File: src/rtl/div32s.sv
// div32s: iterative radix-2 restoring divider with uu/ss/su modes.
// One operation in flight; start/busy/done handshake, quotient/remainder held until next done.
module div32s #(
    parameter int unsigned W = 32
) (
    input  logic         clk,
    input  logic         rst,
    input  logic         start,
    input  logic [1:0]   mode,
    input  logic [W-1:0] a,
    input  logic [W-1:0] b,
    output logic [W-1:0] q,
    output logic [W-1:0] r,
    output logic         busy,
    output logic         done,
    output logic         dbz
);

    localparam int unsigned CW = $clog2(W) + 1;

    typedef enum logic [1:0] {
        IDLE = 2'd0,
        CALC = 2'd1,
        FIX  = 2'd2
    } state_t;

    state_t          state;
    logic [W-1:0]    quo;
    logic [W-1:0]    rem;
    logic [W-1:0]    divisor;
    logic [CW-1:0]   count;
    logic            sign_q;
    logic            sign_r;
    logic            dbz_pend;

    logic            is_ss;
    logic            is_su;
    logic            is_ovf;
    logic [W-1:0]    mag_a;
    logic [W-1:0]    mag_b;
    logic            nsign_q;
    logic            nsign_r;
    logic [W:0]      shifted;
    logic [W:0]      trial;

    // Operand magnitudes, result signs and one restoring-step trial subtraction
    always_comb begin
        is_ss   = (mode == 2'b01);
        is_su   = (mode == 2'b10);
        mag_a   = a;
        mag_b   = b;
        nsign_q = 1'b0;
        nsign_r = 1'b0;
        if ((is_ss || is_su) && a[W-1]) begin
            mag_a = -a;
        end
        if (is_ss && b[W-1]) begin
            mag_b = -b;
        end
        if (is_ss) begin
            nsign_q = a[W-1] ^ b[W-1];
            nsign_r = a[W-1];
        end else if (is_su) begin
            nsign_q = a[W-1];
            nsign_r = a[W-1];
        end
        is_ovf  = is_ss && (a == {1'b1, {(W-1){1'b0}}}) && (b == {W{1'b1}});
        shifted = {rem, quo[W-1]};
        trial   = shifted - {1'b0, divisor};
    end

    // Control FSM and datapath registers; special cases skip CALC and preload the result
    always_ff @(posedge clk) begin
        if (rst) begin
            state    <= IDLE;
            quo      <= '0;
            rem      <= '0;
            divisor  <= '0;
            count    <= '0;
            sign_q   <= 1'b0;
            sign_r   <= 1'b0;
            dbz_pend <= 1'b0;
            q        <= '0;
            r        <= '0;
            busy     <= 1'b0;
            done     <= 1'b0;
            dbz      <= 1'b0;
        end else begin
            done <= 1'b0;
            case (state)
                IDLE: begin
                    if (start) begin
                        busy  <= 1'b1;
                        count <= '0;
                        if (b == '0) begin
                            quo      <= {W{1'b1}};
                            rem      <= a;
                            sign_q   <= 1'b0;
                            sign_r   <= 1'b0;
                            dbz_pend <= 1'b1;
                            state    <= FIX;
                        end else if (is_ovf) begin
                            quo      <= {1'b1, {(W-1){1'b0}}};
                            rem      <= '0;
                            sign_q   <= 1'b0;
                            sign_r   <= 1'b0;
                            dbz_pend <= 1'b0;
                            state    <= FIX;
                        end else begin
                            quo      <= mag_a;
                            rem      <= '0;
                            divisor  <= mag_b;
                            sign_q   <= nsign_q;
                            sign_r   <= nsign_r;
                            dbz_pend <= 1'b0;
                            state    <= CALC;
                        end
                    end
                end
                CALC: begin
                    quo <= {quo[W-2:0], ~trial[W]};
                    rem <= trial[W] ? shifted[W-1:0] : trial[W-1:0];
                    count <= count + CW'(1);
                    if (count == CW'(W - 1)) begin
                        state <= FIX;
                    end
                end
                FIX: begin
                    q     <= sign_q ? -quo : quo;
                    r     <= sign_r ? -rem : rem;
                    dbz   <= dbz_pend;
                    done  <= 1'b1;
                    busy  <= 1'b0;
                    state <= IDLE;
                end
                default: begin
                    state <= IDLE;
                end
            endcase
        end
    end

endmodule
File: config.mk
export PLATFORM = sky130hd
export DESIGN_NAME = div32s
export DESIGN_NICKNAME = d
export VERILOG_FILES = /design/src/rtl/div32s.sv
export SDC_FILE = /design/constraint.sdc
export NUM_CORES = 1
export LEC_CHECK = 0
export ABC_AREA = 1
export BUFFER_PORTS_ARGS = -buffer_cell sky130_fd_sc_hd__buf_2
export CAP_MARGIN = 25
export CORE_MARGIN = 2
export CORE_UTILIZATION = 55
export DETAILED_ROUTE_END_ITERATION = 10
export GPL_ROUTABILITY_DRIVEN = 0
export PLACE_DENSITY = 0.73
export SYNTH_ARGS = -nofsm -noshare
export SYNTH_HDL_FRONTEND = slang
export SYNTH_SLANG_ARGS = --single-unit
File: constraint.sdc
create_clock -name clk -period 3 [get_ports clk]
set_input_delay 0.6 -clock clk [delete_from_list [all_inputs] [get_ports clk]]
set_output_delay 0.6 -clock clk [all_outputs]
set_load 0.01 [all_outputs]
Yosys cells after proc, flatten, opt, wreduce, memory -nomap -nowiden
Cells that the tools add are included.

$add $sub $neg: 6. Equal/unequal tests: 9. Muxes and demuxes: 30. Bitwise logic cells: 4. Reduce and logical (&&, ||, !) cells: 14.

Operators by type and width (number): 32-bit two-way mux (10); 32-bit negation (4); 32-bit case mux with 2 select lines (2); 32-bit equality test (second input constant) (2); 33-bit by 32-bit subtractor with 33-bit output (1); 32-bit logical NOT (1); 6-bit case mux with 2 select lines (1); 1-bit two-way mux (10); 2-bit two-way mux (4); 2-bit AND reduction (4); 6-bit by 1-bit adder with 6-bit output (second input constant) (1); 6-bit by 5-bit equality test with 1-bit output (second input constant) (1); 6-bit two-way mux (1); 2-bit by 1-bit equality test with 1-bit output (second input constant) (2); 2-bit equality test (second input constant) (2); 1-bit logical AND (4); 2-bit != test (second input constant) (2); 2-bit case mux with 2 select lines (1); 4-bit AND reduction (1); 2-bit nonzero test (2); 1-bit NOT (3); 2-bit logical NOT (1); 1-bit case mux with 2 select lines (1); 1-bit logical OR (1); 1-bit XOR (1).

Bits in registers: 174. Input bits: 69. Output and inout bits: 67. Word-level logic and storage cells: 76.

Depth between registers and ports, before layout
Depth after elaboration: 8. Mapped depth: 19. Mapped depth without buffers: 18.

Worst setup path before layout
Ideal clock, no wire load.

Path type: reg-to-reg. From: register quo[31]. To: register rem[22]. Library setup time: 119 ps. Data arrival time: 2144 ps. Required time: 2881 ps. Setup slack: 736 ps. Stages on the path, launching flop included: 19. Buffers on the path: 1. Clock period less this slack: 2264 ps. Path through: dfxtp_1 -> inv_1 -> ha_1 -> fa_1 -> inv_1 -> nand2_1 -> nand2_1 -> nand3_1 -> nand2_2 -> nand2_1 -> nand2_1 -> nand2_1 -> nand2_1 -> nand2_1 -> nand2_2 -> buf_2 -> nand2_1 -> nand3_1 -> a21oi_1.

Cells in the longest elaborated chain, start to end: 3.

Ends and longest elaborated chain: start, declared (RTL line 28) `logic [W-1:0] quo;`; start signal, assigned (RTL line 96) `quo <= {W{1'b1}};`; start signal, assigned (RTL line 103) `quo <= {1'b1, {(W-1){1'b0}}};`; start signal, assigned (RTL line 110) `quo <= mag_a;`; 33-bit by 32-bit subtractor with 33-bit output (RTL line 69) `trial = shifted - {1'b0, divisor};`; 32-bit two-way mux (RTL line 122) `rem <= trial[W] ? shifted[W-1:0] : trial[W-1:0];`; 32-bit case mux with 2 select lines (RTL line 90) `case (state)`; end signal, assigned (RTL line 122); end, declared (RTL line 29) `logic [W-1:0] rem;`.

Every way passes these cells. A chain may end at the register's enable or synchronous reset.

Final worst setup path
From: register quo[31]. To: register rem[29].

Same word-level chain as after synthesis.

==> out/qor.csv <==
metric,value,unit
status,"finished, final reports clean",
Hold Path Class,register to register,
placed cell areas,14920,um^2
dpl hpwl,35.57,mm
Root Driver,clkbuf_16,
RR Endpoint,rem[29],
clk_skew,0.01311,ns
Synth Area in Compound Gates,0.1554,
largest family of logic cells by synthesized area,simple AND/OR/NAND/NOR gates,
hold path depth,2,
Crit path top cell by count,nand2_1,
"FFs w/ async S/R, synth",0,
pwr dens,571.3,nW/um^2
number of global-route vias before repair,13480,
RSZ-0062 raised after global routing,no,
Nets,2584,
mapped cell area,13830,um^2
maximum VDD drop,0.4736,mV
adder-cell share of the synthesized area,0.03762,
Critical Path Slowest Stage Cell,fa_1,
number of antenna violations at the first check in global routing,4,
pre-CTS WS,0.1644,ns
met2 wire len,18.23,mm
design area,15510,um^2
DRT Pass-1 Iters,8,
post-synthesis xor/xnor area fraction,0.06078,
post-synthesis net count,2473,
clock-pin slew of the registers on the worst-case setup and hold paths,0.07,ns
area grow syn2layout,12.11,%
post-synthesis sequential area ratio,0.2518,
startpoint types,register,
critical path required time,3.37,ns
WP data arrival,3.10,ns
crit path max fanout,32,
layout cell share with drive strength beyond 1,0.1102,
endpoint class of the critical path,register,
Longest Clk Path Bufs,2,
mux cell area share after synthesis,0,
clk_lat worst skew,0.44,ns
DR DRC count,0,
"Setup Fix Bufs, Post-CTS",0,
Inserted Clock Buffers,17,
fin crit share,0.9110,
"Cell Chain, Critical Path","inv_1, ha_1, fa_1, inv_1, nand2_1, nand2_1, nand3_1, nand2_2, nand2_1, nand2_1, nand2_1, nand2_1, nand2_1, nand2_4, nand2_1, nand2_1, nand2_1, a21oi_1",
final setup fails,0,
die area,26440,um^2
Mean Syn Cell Area,5.855,um^2
"Warnings, synthesis",0,
Cell Rows,58,
Worst Tran Pin Value,0.9978,ns
Fin Setup TNS,0,ns
total grt overflow,0,
hold_sp,divisor[17],
Yosys reg bits,174,
leakage,8.038,nW
Critical R2R Launch,quo[31],
DR vias,15570,
Worst Setup Path Type,register to register,
first-pass GRT wire length,71.25,mm
# IOs,136,
Initial Util,0.5542,
wire per inst,16.16,um
Worst Hold Endpoint,divisor[17],
Unique masters post-synth,49,
Synth Area in Simple Gates,0.3628,
Final WS setup,0.2669,ns
Achievable Freq,365.9,MHz
drt total wl,45.55,mm
drt initial violations,1795,
Power Total,8.862,mW
# port buffers,135,
minimum clock period,2.733,ns
"Slew Viols, Final",0,
largest net degree at the start of global routing,115,
core area,24960,um^2
hold_buf cts,0,
"EDFF count, synth",0,
CTS HTree Levels,4,
CP peak stage delay,0.42,ns
TritonCTS clock tree,yes,
Maximum Capacitance Violations,0,
Via density,5.524,
Rel. slew slack,0.3348,
final core utilization,0.6213,
die height,162.6,um
top layer in use,met5,
GRT Total Usage,0.3408,
Post-Synthesis Cells,2363,
Reg2Reg Setup Slack,0.27,ns
Horiz. Die Dim,162.6,um
cts repair resizes,0,
M1 WL,20.27,mm
CTS Sinks,174,
metal3 WL,5.462,mm
worst-case reg-to-reg path depth,18,
ys flop type,dfxtp_1,
final hold vios,0,
Post-DRT Antenna Nets,0,
## flip-flops by register name (all words and copies together) (netlist names), 2 cells and up
name / count
count: 6
r: 32
divisor: 32
q: 32
state: 2
quo: 32
rem: 32
## worst max-delay path, delay by kind of cell, from the launching register on
| kind | cells | cell delay [ns] |
|---|---|---|
| simple gates | 13 | 1.32 |
| flops | 1 | 0.39 |
| buf+inv | 2 | 0.15 |
| fa+ha+maj | 2 | 0.65 |
| compound gates | 1 | 0.13 |
## placed cells by master, fill, tap and decap left out, types with 5 or more instances in the layout
cell	synthesis	layout
a21oi_1	167	167
a21oi_2	11	11
a31oi_1	5	5
and2_1	5	5
buf_2	13	135
buf_4	2	44
clkbuf_16	0	17
dfxtp_1	174	174
ha_1	40	40
inv_1	366	365
inv_2	9	10
nand2_1	642	641
nand2_2	13	12
nand3_1	162	162
nand3b_1	7	7
nand4_1	30	30
nor2_1	278	276
nor2_2	4	5
nor2_4	5	6
nor3_1	22	22
nor4_1	5	5
o211ai_1	24	24
o21ai_0	163	163
o221ai_1	7	7
o31ai_1	5	5
xnor2_1	8	8
xor2_1	88	88
## power breakdown
part	internal, mW	switching [mW]	leakage, nW
logic	1.25	2.62	6.33
registers	2.51	0.256	1.42
clock network	1.17	1.05	0.283
## cell type report
class                           count  area, um^2
Timing Repair Buffer              182        1066
Multi-Input combinational cell   1723        8552
Antenna cell                        2       5.005
Inverter                          376        1411
Clock inverter                     15       153.9
Fill cell                        2497        9454
Tap cell                          330       412.9
Sequential cell                   174        3483
Clock buffer                       17       425.4
## metal layers
layer,up-vias,GRT usage
met1,6960,0.4939
li1,7688,-
met2,832,0.4870
met4,2,0.1227
met3,90,0.08505
met5,-,0
## stage by stage
stage	hold slack (ns)	cells
after floorplan	0.4364	2363
after global placement	0.4473	2785
after detailed placement	0.4561	2785
after CTS	0.4657	2817
after global routing	0.4859	2817
final	0.4635	2819
## cells in the mapped netlist, types with 3 or more instances
master	instances	area, um^2
inv_1	366	1374
o21ai_1	4	20.02
inv_2	9	33.78
ha_1	40	500.5
and2_1	5	31.28
a31oi_1	5	31.28
nand3_2	3	30.03
buf_1	10	37.54
clkbuf_1	59	221.5
a21oi_1	167	835.8
nand4_1	30	187.7
o21ai_0	163	815.8
nand3b_1	7	52.55
and3_1	4	25.02
xnor2_1	8	70.07
xor2_1	88	770.7
nand3_1	162	810.8
buf_6	5	56.30
nor3_2	3	30.03
o221ai_1	7	61.31
nand2_2	13	81.33
dfxtp_1	174	3483
nor4_1	5	31.28
buf_2	13	65.06
nor2_2	4	25.02
nor3_1	22	110.1
o211ai_1	24	180.2
nand2_1	642	2410
o31ai_1	5	37.54
a21oi_2	11	96.34
nor2_1	278	1044
nor2_4	5	56.30
## worst max path at each step
stage / from / slack (ns) / endpoint / depth (start not counted)
finish: quo[31] / 0.27 / rem[29] / 18
global route: quo[31] / 0.03 / rem[26] / 18
CTS: quo[31] / 0.15 / rem[7] / 17
detailed placement: quo[31] / 0.16 / rem[7] / 17
global placement: quo[31] / 0.28 / rem[31] / 18
floorplan: quo[31] / 0.74 / rem[22] / 18
## kinds of logic after synthesis
family                     after synthesis
AOI/OAI and AO/OA                      394
adders and majority gates               41
and+or+nand+nor                       1192
buffers and inverters                  466
DFF                                    174
xor gates and xnor gates                96
Note: power is estimated with default switching activity, not from simulation.
